**src/rtl/io_bus_responder_pkg.sv**
```systemverilog
// Shared constants, read-source encoding and address helper for the IO bus responder.
package io_bus_responder_pkg;

  localparam logic [1:0] IO_REGION = 2'b11;
  localparam logic [2:0] OFF_UART  = 3'd0;
  localparam logic [2:0] OFF_CLK   = 3'd4;

  localparam int TX_DEPTH_DEFAULT    = 8;
  localparam int FULL_MARGIN_DEFAULT = 2;

  // Where cpu_din comes from in the cycle after an access
  typedef enum logic [1:0] {
    RD_RAM,
    RD_UART,
    RD_CLK,
    RD_ZERO
  } rd_src_e;

  // True when the decoded region bits select the IO window
  function automatic logic is_io_region(input logic [1:0] region);
    return region == IO_REGION;
  endfunction

endpackage

```
**src/rtl/io_tx_fifo.sv**
```systemverilog
// Byte-wide TX FIFO with drop-on-full, same-cycle pop/push pass and a registered near-full flag.
module io_tx_fifo #(
  parameter int DEPTH  = 8,
  parameter int MARGIN = 2,
  localparam int AW    = $clog2(DEPTH),
  localparam int CW    = AW + 1
) (
  input  logic          clk,
  input  logic          rst_n,
  input  logic          push,
  input  logic [7:0]    push_data,
  input  logic          pop,
  output logic [7:0]    head,
  output logic          full,
  output logic          empty,
  output logic [CW-1:0] count,
  output logic          near_full,
  output logic          drop
);

  localparam logic [CW-1:0] DEPTH_C = CW'(DEPTH);
  localparam logic [CW-1:0] THRESH  = CW'(DEPTH - MARGIN);

  logic [7:0]    mem [DEPTH];
  logic [AW-1:0] wr_ptr;
  logic [AW-1:0] rd_ptr;
  logic          push_fire;
  logic          pop_fire;
  logic [CW-1:0] count_next;

  assign empty     = (count == '0);
  assign full      = (count == DEPTH_C);
  assign pop_fire  = pop & ~empty;
  assign push_fire = push & (~full | pop_fire);
  assign drop      = push & ~push_fire;
  assign head      = empty ? 8'h00 : mem[rd_ptr];

  // Occupancy after this cycle's accepted push and pop
  always_comb begin
    count_next = count;
    case ({push_fire, pop_fire})
      2'b10:   count_next = count + CW'(1);
      2'b01:   count_next = count - CW'(1);
      default: count_next = count;
    endcase
  end

  // Pointers wrap naturally because DEPTH is a power of two
  always_ff @(posedge clk or negedge rst_n) begin
    if (!rst_n) begin
      wr_ptr    <= '0;
      rd_ptr    <= '0;
      count     <= '0;
      near_full <= 1'b0;
    end else begin
      if (push_fire) wr_ptr <= wr_ptr + AW'(1);
      if (pop_fire)  rd_ptr <= rd_ptr + AW'(1);
      count     <= count_next;
      near_full <= (count_next >= THRESH);
    end
  end

  // Storage needs no reset; head is masked while empty
  always_ff @(posedge clk) begin
    if (push_fire) mem[wr_ptr] <= push_data;
  end

endmodule

```
**src/rtl/io_bus_responder.sv**
```systemverilog
// CPU bus responder: RAM pass-through, UART RX/TX window and cycle-counter snapshot in IO space.
module io_bus_responder
  import io_bus_responder_pkg::*;
#(
  parameter int TX_DEPTH    = TX_DEPTH_DEFAULT,
  parameter int FULL_MARGIN = FULL_MARGIN_DEFAULT
) (
  input  logic        clk_in,
  input  logic        rst_in,
  input  logic [31:0] cpu_a,
  input  logic        cpu_wr,
  input  logic [7:0]  cpu_dout,
  output logic [7:0]  cpu_din,
  input  logic [7:0]  ram_dout,
  input  logic        rx_valid,
  input  logic [7:0]  rx_data,
  output logic        rx_pop,
  output logic        tx_valid,
  output logic [7:0]  tx_data,
  input  logic        tx_ready,
  output logic        io_buffer_full,
  output logic        program_stop,
  output logic        tx_overflow
);

  logic                        active;
  logic                        io_sel;
  logic                        io_rd;
  logic                        io_wr;
  logic [2:0]                  off;
  rd_src_e                     rd_src_d;
  rd_src_e                     rd_src_q;
  logic [1:0]                  byte_sel_q;
  logic [7:0]                  rx_byte_q;
  logic [31:0]                 cycle_count;
  logic [31:0]                 snapshot;
  logic                        push;
  logic [7:0]                  push_data;
  logic                        tx_empty;
  logic                        fifo_full;
  logic                        fifo_drop;
  logic [$clog2(TX_DEPTH):0]   fifo_count;
  logic                        stop_q;
  logic                        ovf_q;
  logic                        unused_ok;

  assign io_sel = is_io_region(cpu_a[17:16]);
  assign off    = cpu_a[2:0];
  assign io_rd  = active & io_sel & ~cpu_wr;
  assign io_wr  = active & io_sel & cpu_wr;

  assign rx_pop    = io_rd & (off == OFF_UART) & rx_valid;
  assign push      = io_wr & (((off == OFF_UART) & (cpu_dout != 8'h00)) | (off == OFF_CLK));
  assign push_data = (off == OFF_CLK) ? 8'h00 : cpu_dout;

  assign tx_valid     = ~tx_empty;
  assign program_stop = stop_q;
  assign tx_overflow  = ovf_q;

  assign unused_ok = ^{cpu_a[31:18], cpu_a[15:3], fifo_count, fifo_full};

  // The first cycle after reset release is ignored so a half-presented access cannot act
  always_ff @(posedge clk_in or negedge rst_in) begin
    if (!rst_in) active <= 1'b0;
    else         active <= 1'b1;
  end

  // Decide what the next cycle's cpu_din should show for the current access
  always_comb begin
    rd_src_d = RD_RAM;
    if (active && io_sel) begin
      if (cpu_wr)                rd_src_d = RD_ZERO;
      else if (off == OFF_UART)  rd_src_d = RD_UART;
      else if (off >= OFF_CLK)   rd_src_d = RD_CLK;
      else                       rd_src_d = RD_ZERO;
    end
  end

  // Register the read select, byte lane, received byte and counter snapshot
  always_ff @(posedge clk_in or negedge rst_in) begin
    if (!rst_in) begin
      rd_src_q   <= RD_RAM;
      byte_sel_q <= 2'd0;
      rx_byte_q  <= 8'h00;
      snapshot   <= '0;
    end else begin
      rd_src_q   <= rd_src_d;
      byte_sel_q <= off[1:0];
      if (io_rd && (off == OFF_UART)) rx_byte_q <= rx_valid ? rx_data : 8'h00;
      if (io_rd && (off == OFF_CLK))  snapshot  <= cycle_count;
    end
  end

  // Free-running cycle counter, wraps at 2^32
  always_ff @(posedge clk_in or negedge rst_in) begin
    if (!rst_in) cycle_count <= '0;
    else         cycle_count <= cycle_count + 32'd1;
  end

  // Return data mux; RAM data passes straight through
  always_comb begin
    cpu_din = 8'h00;
    case (rd_src_q)
      RD_RAM:  cpu_din = ram_dout;
      RD_UART: cpu_din = rx_byte_q;
      RD_CLK:  cpu_din = snapshot[8*byte_sel_q +: 8];
      default: cpu_din = 8'h00;
    endcase
  end

  // Sticky halt and overflow flags, cleared only by reset
  always_ff @(posedge clk_in or negedge rst_in) begin
    if (!rst_in) begin
      stop_q <= 1'b0;
      ovf_q  <= 1'b0;
    end else begin
      if (io_wr && (off == OFF_CLK)) stop_q <= 1'b1;
      if (fifo_drop)                 ovf_q  <= 1'b1;
    end
  end

  io_tx_fifo #(
    .DEPTH  (TX_DEPTH),
    .MARGIN (FULL_MARGIN)
  ) u_tx_fifo (
    .clk       (clk_in),
    .rst_n     (rst_in),
    .push      (push),
    .push_data (push_data),
    .pop       (tx_ready),
    .head      (tx_data),
    .full      (fifo_full),
    .empty     (tx_empty),
    .count     (fifo_count),
    .near_full (io_buffer_full),
    .drop      (fifo_drop)
  );

endmodule

```
**config.mk**
```make
export PLATFORM = sky130hd
export DESIGN_NAME = io_bus_responder
export DESIGN_NICKNAME = d
export VERILOG_FILES = /design/src/rtl/io_bus_responder_pkg.sv /design/src/rtl/io_tx_fifo.sv /design/src/rtl/io_bus_responder.sv
export SDC_FILE = /design/constraint.sdc
export NUM_CORES = 1
export LEC_CHECK = 0
export CAP_MARGIN = 0
export CELL_PAD_IN_SITES_DETAIL_PLACEMENT = 0
export CELL_PAD_IN_SITES_GLOBAL_PLACEMENT = 1
export CORE_MARGIN = 10
export CORE_UTILIZATION = 50
export DETAILED_ROUTE_END_ITERATION = 10
export HOLD_SLACK_MARGIN = 0.03
export PLACE_DENSITY = 0.92
export SYNTH_ARGS = -nofsm -noshare
export SYNTH_HDL_FRONTEND = slang
export SYNTH_SLANG_ARGS = --single-unit
```
**constraint.sdc**
```tcl
create_clock -name clk_in -period 6.7 [get_ports clk_in]
set_input_delay 0.67 -clock clk_in [delete_from_list [all_inputs] [get_ports clk_in]]
set_output_delay 0.67 -clock clk_in [all_outputs]
set_load 0.01 [all_outputs]
```
Word level (Yosys, flattened, before mapping)
Memories as Yosys holds them, arrays and structs flattened.
Cells that the tools add are included.
Widths: inputs -> output; s select.
{"block": "word_totals", "ff_bits": 90, "mem_bits_rw": 64, "output_inout_bits": 21, "elab_cells": 63, "n_memories": 1}
{"memory": "u_tx_fifo.mem", "words": 8, "word_bits": 8, "read_ports": 1, "rd_ports_with_merged_regs": 0, "wr": 1, "line_no": "io_tx_fifo.sv:24", "rtl": "logic [7:0] mem [DEPTH];"}
{"block": "op_classes", "n_addsub": 5, "n_lt_le_gt_ge": 2, "n_eq_ne": 7, "n_shift": 1, "muxes": 11, "bitwise_logic": 16, "reduce_logical": 8}
{"operator": "$add 32x1->32 const B", "n": 1}
{"operator": "$shiftx 32x6->8", "n": 1}
{"operator": "$mux 8", "n": 3}
{"operator": "$pmux 8 s3", "n": 1}
{"operator": "$and 1x1->1", "n": 10}
{"operator": "$pmux 4 s2", "n": 1}
{"operator": "$reduce_bool 8->1", "n": 1}
{"operator": "$add 3x1->3 const B", "n": 2}
{"operator": "$eq 2x2->1 const B", "n": 3}
{"operator": "$mux 2", "n": 3}
{"operator": "$add 4x1->4 const B", "n": 1}
{"operator": "$eq 2x1->1 const B", "n": 2}
{"operator": "$eq 4x4->1 const B", "n": 1}
{"operator": "$ge 4x3->1 const B", "n": 1}
{"operator": "$logic_and 1x1->1", "n": 4}
{"operator": "$logic_not 4->1", "n": 1}
{"operator": "$not 1->1", "n": 4}
{"operator": "$sub 4x1->4 const B", "n": 1}
{"operator": "$eq 3x3->1 const B", "n": 1}
{"operator": "$ge 3x3->1 const B", "n": 1}
{"operator": "$logic_not 3->1", "n": 1}
{"operator": "$mux 1", "n": 3}
{"operator": "$logic_not 2->1", "n": 1}
{"operator": "$or 1x1->1", "n": 2}

Logic depth before layout (Yosys ltp)
{"block": "logic_depth", "depth_word": 8, "ltp_mapped": 10}

Cells and area by module
A second synthesis with hierarchy kept.
{"block": "hier_totals", "hier_cells": 468, "hier_area_um2": 6726.5}
{"module": "io_bus_responder", "instances": 1, "cells_per_inst": 293, "area_each_um2": 3589.7, "seq_area_each_um2": 1976.9}
{"module": "io_tx_fifo", "instances": 1, "cells_per_inst": 175, "area_each_um2": 3136.8, "seq_area_each_um2": 2197.1}

Least setup slack after synthesis
No wires, ideal clock.
{"block": "synth_timing", "kind": "input to register", "from": "in cpu_dout[2]", "to": "reg u_tx_fifo.near_full", "setup_ns": 0.138, "t_arrival_ns": 2.560, "t_required_ns": 6.562, "slack_ns": 4.003, "path_stages": 10, "path_buffers": 0, "cell_sequence": "nor4_1 > and3_1 > o21ai_2 > inv_1 > ha_1 > a21o_1 > a21oi_1 > o211a_1 > nor3_1 > nand4b_1"}
{"block": "synth_between", "elab_chain_len": 8}
{"item": "from (decl)", "line_no": "io_bus_responder.sv:12", "rtl": "input logic [7:0] cpu_dout,"}
{"item": "$reduce_bool 8->1 (*)", "line_no": "io_bus_responder.sv:53", "rtl": "assign push = io_wr & (((off == OFF_UART) & (cpu_dout != 8'h00)) | (off == OFF_CLK));"}
{"item": "$and 1x1->1 (*)", "line_no": "io_bus_responder.sv:53"}
{"item": "$or 1x1->1 (*)", "line_no": "io_bus_responder.sv:53"}
{"item": "$and 1x1->1 (*)", "line_no": "io_bus_responder.sv:53"}
{"item": "$and 1x1->1 (*)", "line_no": "io_tx_fifo.sv:34", "rtl": "assign push_fire = push & (~full | pop_fire);"}
{"item": "$eq 2x1->1 or $eq 2x2->1 (tied branches)", "line_no": "io_tx_fifo.sv:41", "rtl": "case ({push_fire, pop_fire})"}
{"item": "$pmux 4 s2 (*)", "line_no": "io_tx_fifo.sv:41"}
{"item": "$ge 4x3->1 (*)", "line_no": "io_tx_fifo.sv:59", "rtl": "near_full <= (count_next >= THRESH);"}
{"item": "to (signal assigned)", "line_no": "io_tx_fifo.sv:59"}
{"item": "to (decl)", "line_no": "io_tx_fifo.sv:17", "rtl": "output logic near_full,"}
Mark *: on every way between the ends. The rest lies on a longest branch, timed or not.
A chain may end at the register's enable or synchronous reset.

Worst setup path after layout
{"block": "layout_timing", "from": "reg u_tx_fifo.rd_ptr[0]", "to": "out tx_data[0]"}
{"block": "layout_between", "elab_chain_len": 2}
{"item": "from (decl)", "line_no": "io_tx_fifo.sv:26", "rtl": "logic [AW-1:0] rd_ptr;"}
{"item": "from (signal assigned)", "line_no": "io_tx_fifo.sv:57", "rtl": "if (pop_fire) rd_ptr <= rd_ptr + AW'(1);"}
{"item": "$mem_v2 8x8"}
{"item": "$mux 8", "line_no": "io_tx_fifo.sv:36", "rtl": "assign head = empty ? 8'h00 : mem[rd_ptr];"}
{"item": "to (decl)", "line_no": "io_bus_responder.sv:19", "rtl": "output logic [7:0] tx_data,"}
No other way between the ends.

==> flow_summary.ini <==
[pwr]
combPwrFrac_pct = 18.1
power_leakage_nw = 3.23
clock_power_share_pct = 38.8
peakVddDrop_uv = 160
power.switching_mw = 0.692
powerDensity_mw_per_mm2 = 327
p_seq_share_pct = 43.1
finalPower_mw = 2.64
intPower_mw = 1.95
sw_frac_of_total_pct = 26.2

[timing]
setup_tns_ps = 0
rsz0062_at_grt = false
maxSlewViolCount = 0
setup_viol = 0
hold-worst-slack_ps = 48.7
max_slew.worst_pin.slew_ps = 1070
finalCritPeriodShare_pct = 52.9
hold_viol_final = 0
post-route-min-period_ps = 3540
slew_headroom_pct = 28.4
skew_ps = 9.35
fmax_ghz = 0.282

[placement]
portBuffers = 54
gp_congestion = 0.788
postPlaceCellArea_sq_mm = 0.00743
post-dp-hpwl_microns = 9620

[setup_path]
path_class = reg2out
crit_required_ps = 6030
critPathCapture = tx_data[0]
critPathMaxFanout = 18
cp-end-kind = output pin
startpoint = u_tx_fifo.rd_ptr[0]$_DFFE_PN0P_
r2r_setup_slack_ps = 3670
rr_endpoint = u_tx_fifo.near_full$_DFF_PN0_
worstPathArrival_ps = 2870
r2r_cells = 10
r2r_start = u_tx_fifo.count[2]$_DFF_PN0_
startpoint_type = flop

[route]
ant_nets = 0
wl_per_cell_microns = 19.3
wl_microns = 13900
viasPerCell = 5.53
first_pass_iters = 4
vias = 3983
initialDrtViolationCount = 406
drc_errors = 0

[yosys]
synth-seq-area-share_pct = 62.3
postSynthAreaPerCell_sq_um = 14.3
ys_async_sr_fraction_pct = 58.4
yosys_warnings = 0
synth_cell_type_count = 44
netlist_area_sq_mm = 0.00670
syn_inst = 467
synth_seq_cells = 154
syn_nets = 534
synth_ff_type = dfrtp_1
synth_enable_flop_cells = 64

[clock_tree]
cts.sinks = 154
cts_resized = 0
clk_path_buf_depth = 2
numCtsBuffers = 17
h-tree-depth = 4
hold_buffers = 0
cts_setup_buffers = 0
path_clk_slew_ps = 60
clk_latency_ps = 420
cts_tree = done
clockRootBuffer = clkbuf_16

[floorplan]
die-area_sq_mm = 0.0184
die_h_microns = 136
die_w_microns = 136
core_area_sq_mm = 0.0132
initial_core_util_pct = 50.8
rows = 42
ios = 82

[job]
drv_cap = 0

[final_layout]
final_common_cell = dfrtp_1
design_area_sq_mm = 0.00807
drive_gt1_share_pct = 19.1
syn2layout_area_growth_pct = 20.5
fill_cells = 989
final_nets = 598
antenna_cells = 0
final_cell_mix = dfrtp_1, edfxtp_1, clkdlybuf4s50_1

[global_route]
grt_pass1_wl_microns = 22700
grt_pass1_vias = 4227
grt_overflow_total = 0
grt_max_degree = 84
antenna_found_initial = 0
grt_usage_pct = 16.0

[status]
outcome = finished, final reports clean

[min_path]
min_path_type = in2async
-- kinds of logic after synthesis --
| kind of cell | count (synthesis) | share of synthesized area, % |
|---|---|---|
| DFF | 154 | 62.3 |
| and+or+nand+nor | 134 | 10.6 |
| muxes | 74 | 16.2 |
| xor gates and xnor gates | 36 | 4.71 |
| buffers and inverters | 34 | 2.15 |
| AOI/OAI and AO/OA | 28 | 2.73 |
| adders and majority gates | 6 | 1.23 |
| other | 1 | 0.0560 |
-- cells in the mapped netlist (2+ instances only) --
cell type / n / area share, %
edfxtp_1: 64 / 29
dfrtp_1: 90 / 34
nor2b_1: 8 / 0.75
xnor2_1: 27 / 3.5
xor2_1: 9 / 1.2
mux2i_1: 16 / 2.4
and3_1: 8 / 0.75
nand2_1: 33 / 1.8
mux4_2: 24 / 8.1
o22ai_1: 8 / 0.75
o21ai_0: 9 / 0.67
nor3_1: 12 / 0.90
nand4_1: 6 / 0.56
o21ai_2: 2 / 0.26
o21bai_1: 2 / 0.22
nand3_1: 25 / 1.9
clkbuf_1: 5 / 0.28
buf_1: 4 / 0.22
buf_4: 3 / 0.34
and4_1: 4 / 0.52
nor4_1: 5 / 0.47
ha_1: 5 / 0.93
nor4_4: 2 / 0.64
a21oi_1: 3 / 0.22
mux2_2: 33 / 5.5
inv_1: 17 / 0.95
nand2b_1: 4 / 0.37
nand4b_1: 2 / 0.26
buf_2: 3 / 0.22
nor2_1: 20 / 1.1
-- power by group through the flow --
stage          registers, mW  clock network (mW)  logic, mW
3_3_place_gp            1.16                   0      0.466
3_5_place_dp            1.16                   0      0.485
5_1_grt                 1.15                1.08      0.524
6_report                1.14                1.02      0.478
4_1_cts                 1.14                1.04      0.487
2_1_floorplan           1.08                   0      0.359
-- area by class of cell --
type                       count  area [sq um]  area share [%]
sequential                   154          4170            51.7
clock inverter                14           208            2.57
tap                          176           220            2.73
inverter                      18          67.6           0.837
multi-input combinational    279          2380            29.5
clock buffer                  18           429            5.32
timing repair buffer          61           591            7.32
-- stage by stage --
stage	utilization [%]	setup slack, ps	std cells
2_1_floorplan	-	4000	467
3_3_place_gp	56.3	3100	688
3_5_place_dp	56.3	3030	688
4_1_cts	61.2	3100	720
5_1_grt	61.2	2950	720
6_report	61.2	3160	720
-- registers in the layout, indices dropped and copies added (netlist names), 3 cells and up --
| register | count |
|---|---|
| u_tx_fifo.count | 4 |
| rx_byte_q | 8 |
| u_tx_fifo.mem | 64 |
| u_tx_fifo.rd_ptr | 3 |
| snapshot | 32 |
| cycle_count | 32 |
| u_tx_fifo.wr_ptr | 3 |
-- critical path, stage by stage, from the launching register on --
cell             delay, ps
dfrtp_1               1050
mux4_2                 610
mux2i_1                190
nor2_1                  70
clkdlybuf4s50_1        510
-- worst min-delay path by stage --
stage / slack, ps / startpoint / endpoint / cells past startpoint
after detailed placement: 450 / cycle_count[31]$_DFF_PN0_ / cycle_count[31]$_DFF_PN0_ / 1
after floorplan: 370 / rst_in / active$_DFF_PN0_ / 0
after global placement: 450 / cycle_count[31]$_DFF_PN0_ / cycle_count[31]$_DFF_PN0_ / 1
final: 50 / rst_in / u_tx_fifo.count[2]$_DFF_PN0_ / 1
after CTS: 40 / rst_in / u_tx_fifo.rd_ptr[1]$_DFFE_PN0P_ / 1
after global routing: 40 / rst_in / u_tx_fifo.count[2]$_DFF_PN0_ / 1
-- per-layer routing --
metal	track usage, %	up-vias	wire (microns)	share of wire, %
li1	-	1844	-	-
met1	19.2	2038	5720	41
met2	26.6	88	7270	52
met3	4.60	13	733	5.3
met4	6.04	0	199	1.4
met5	0	-	0	0
Power figures use the tool's default switching activity.
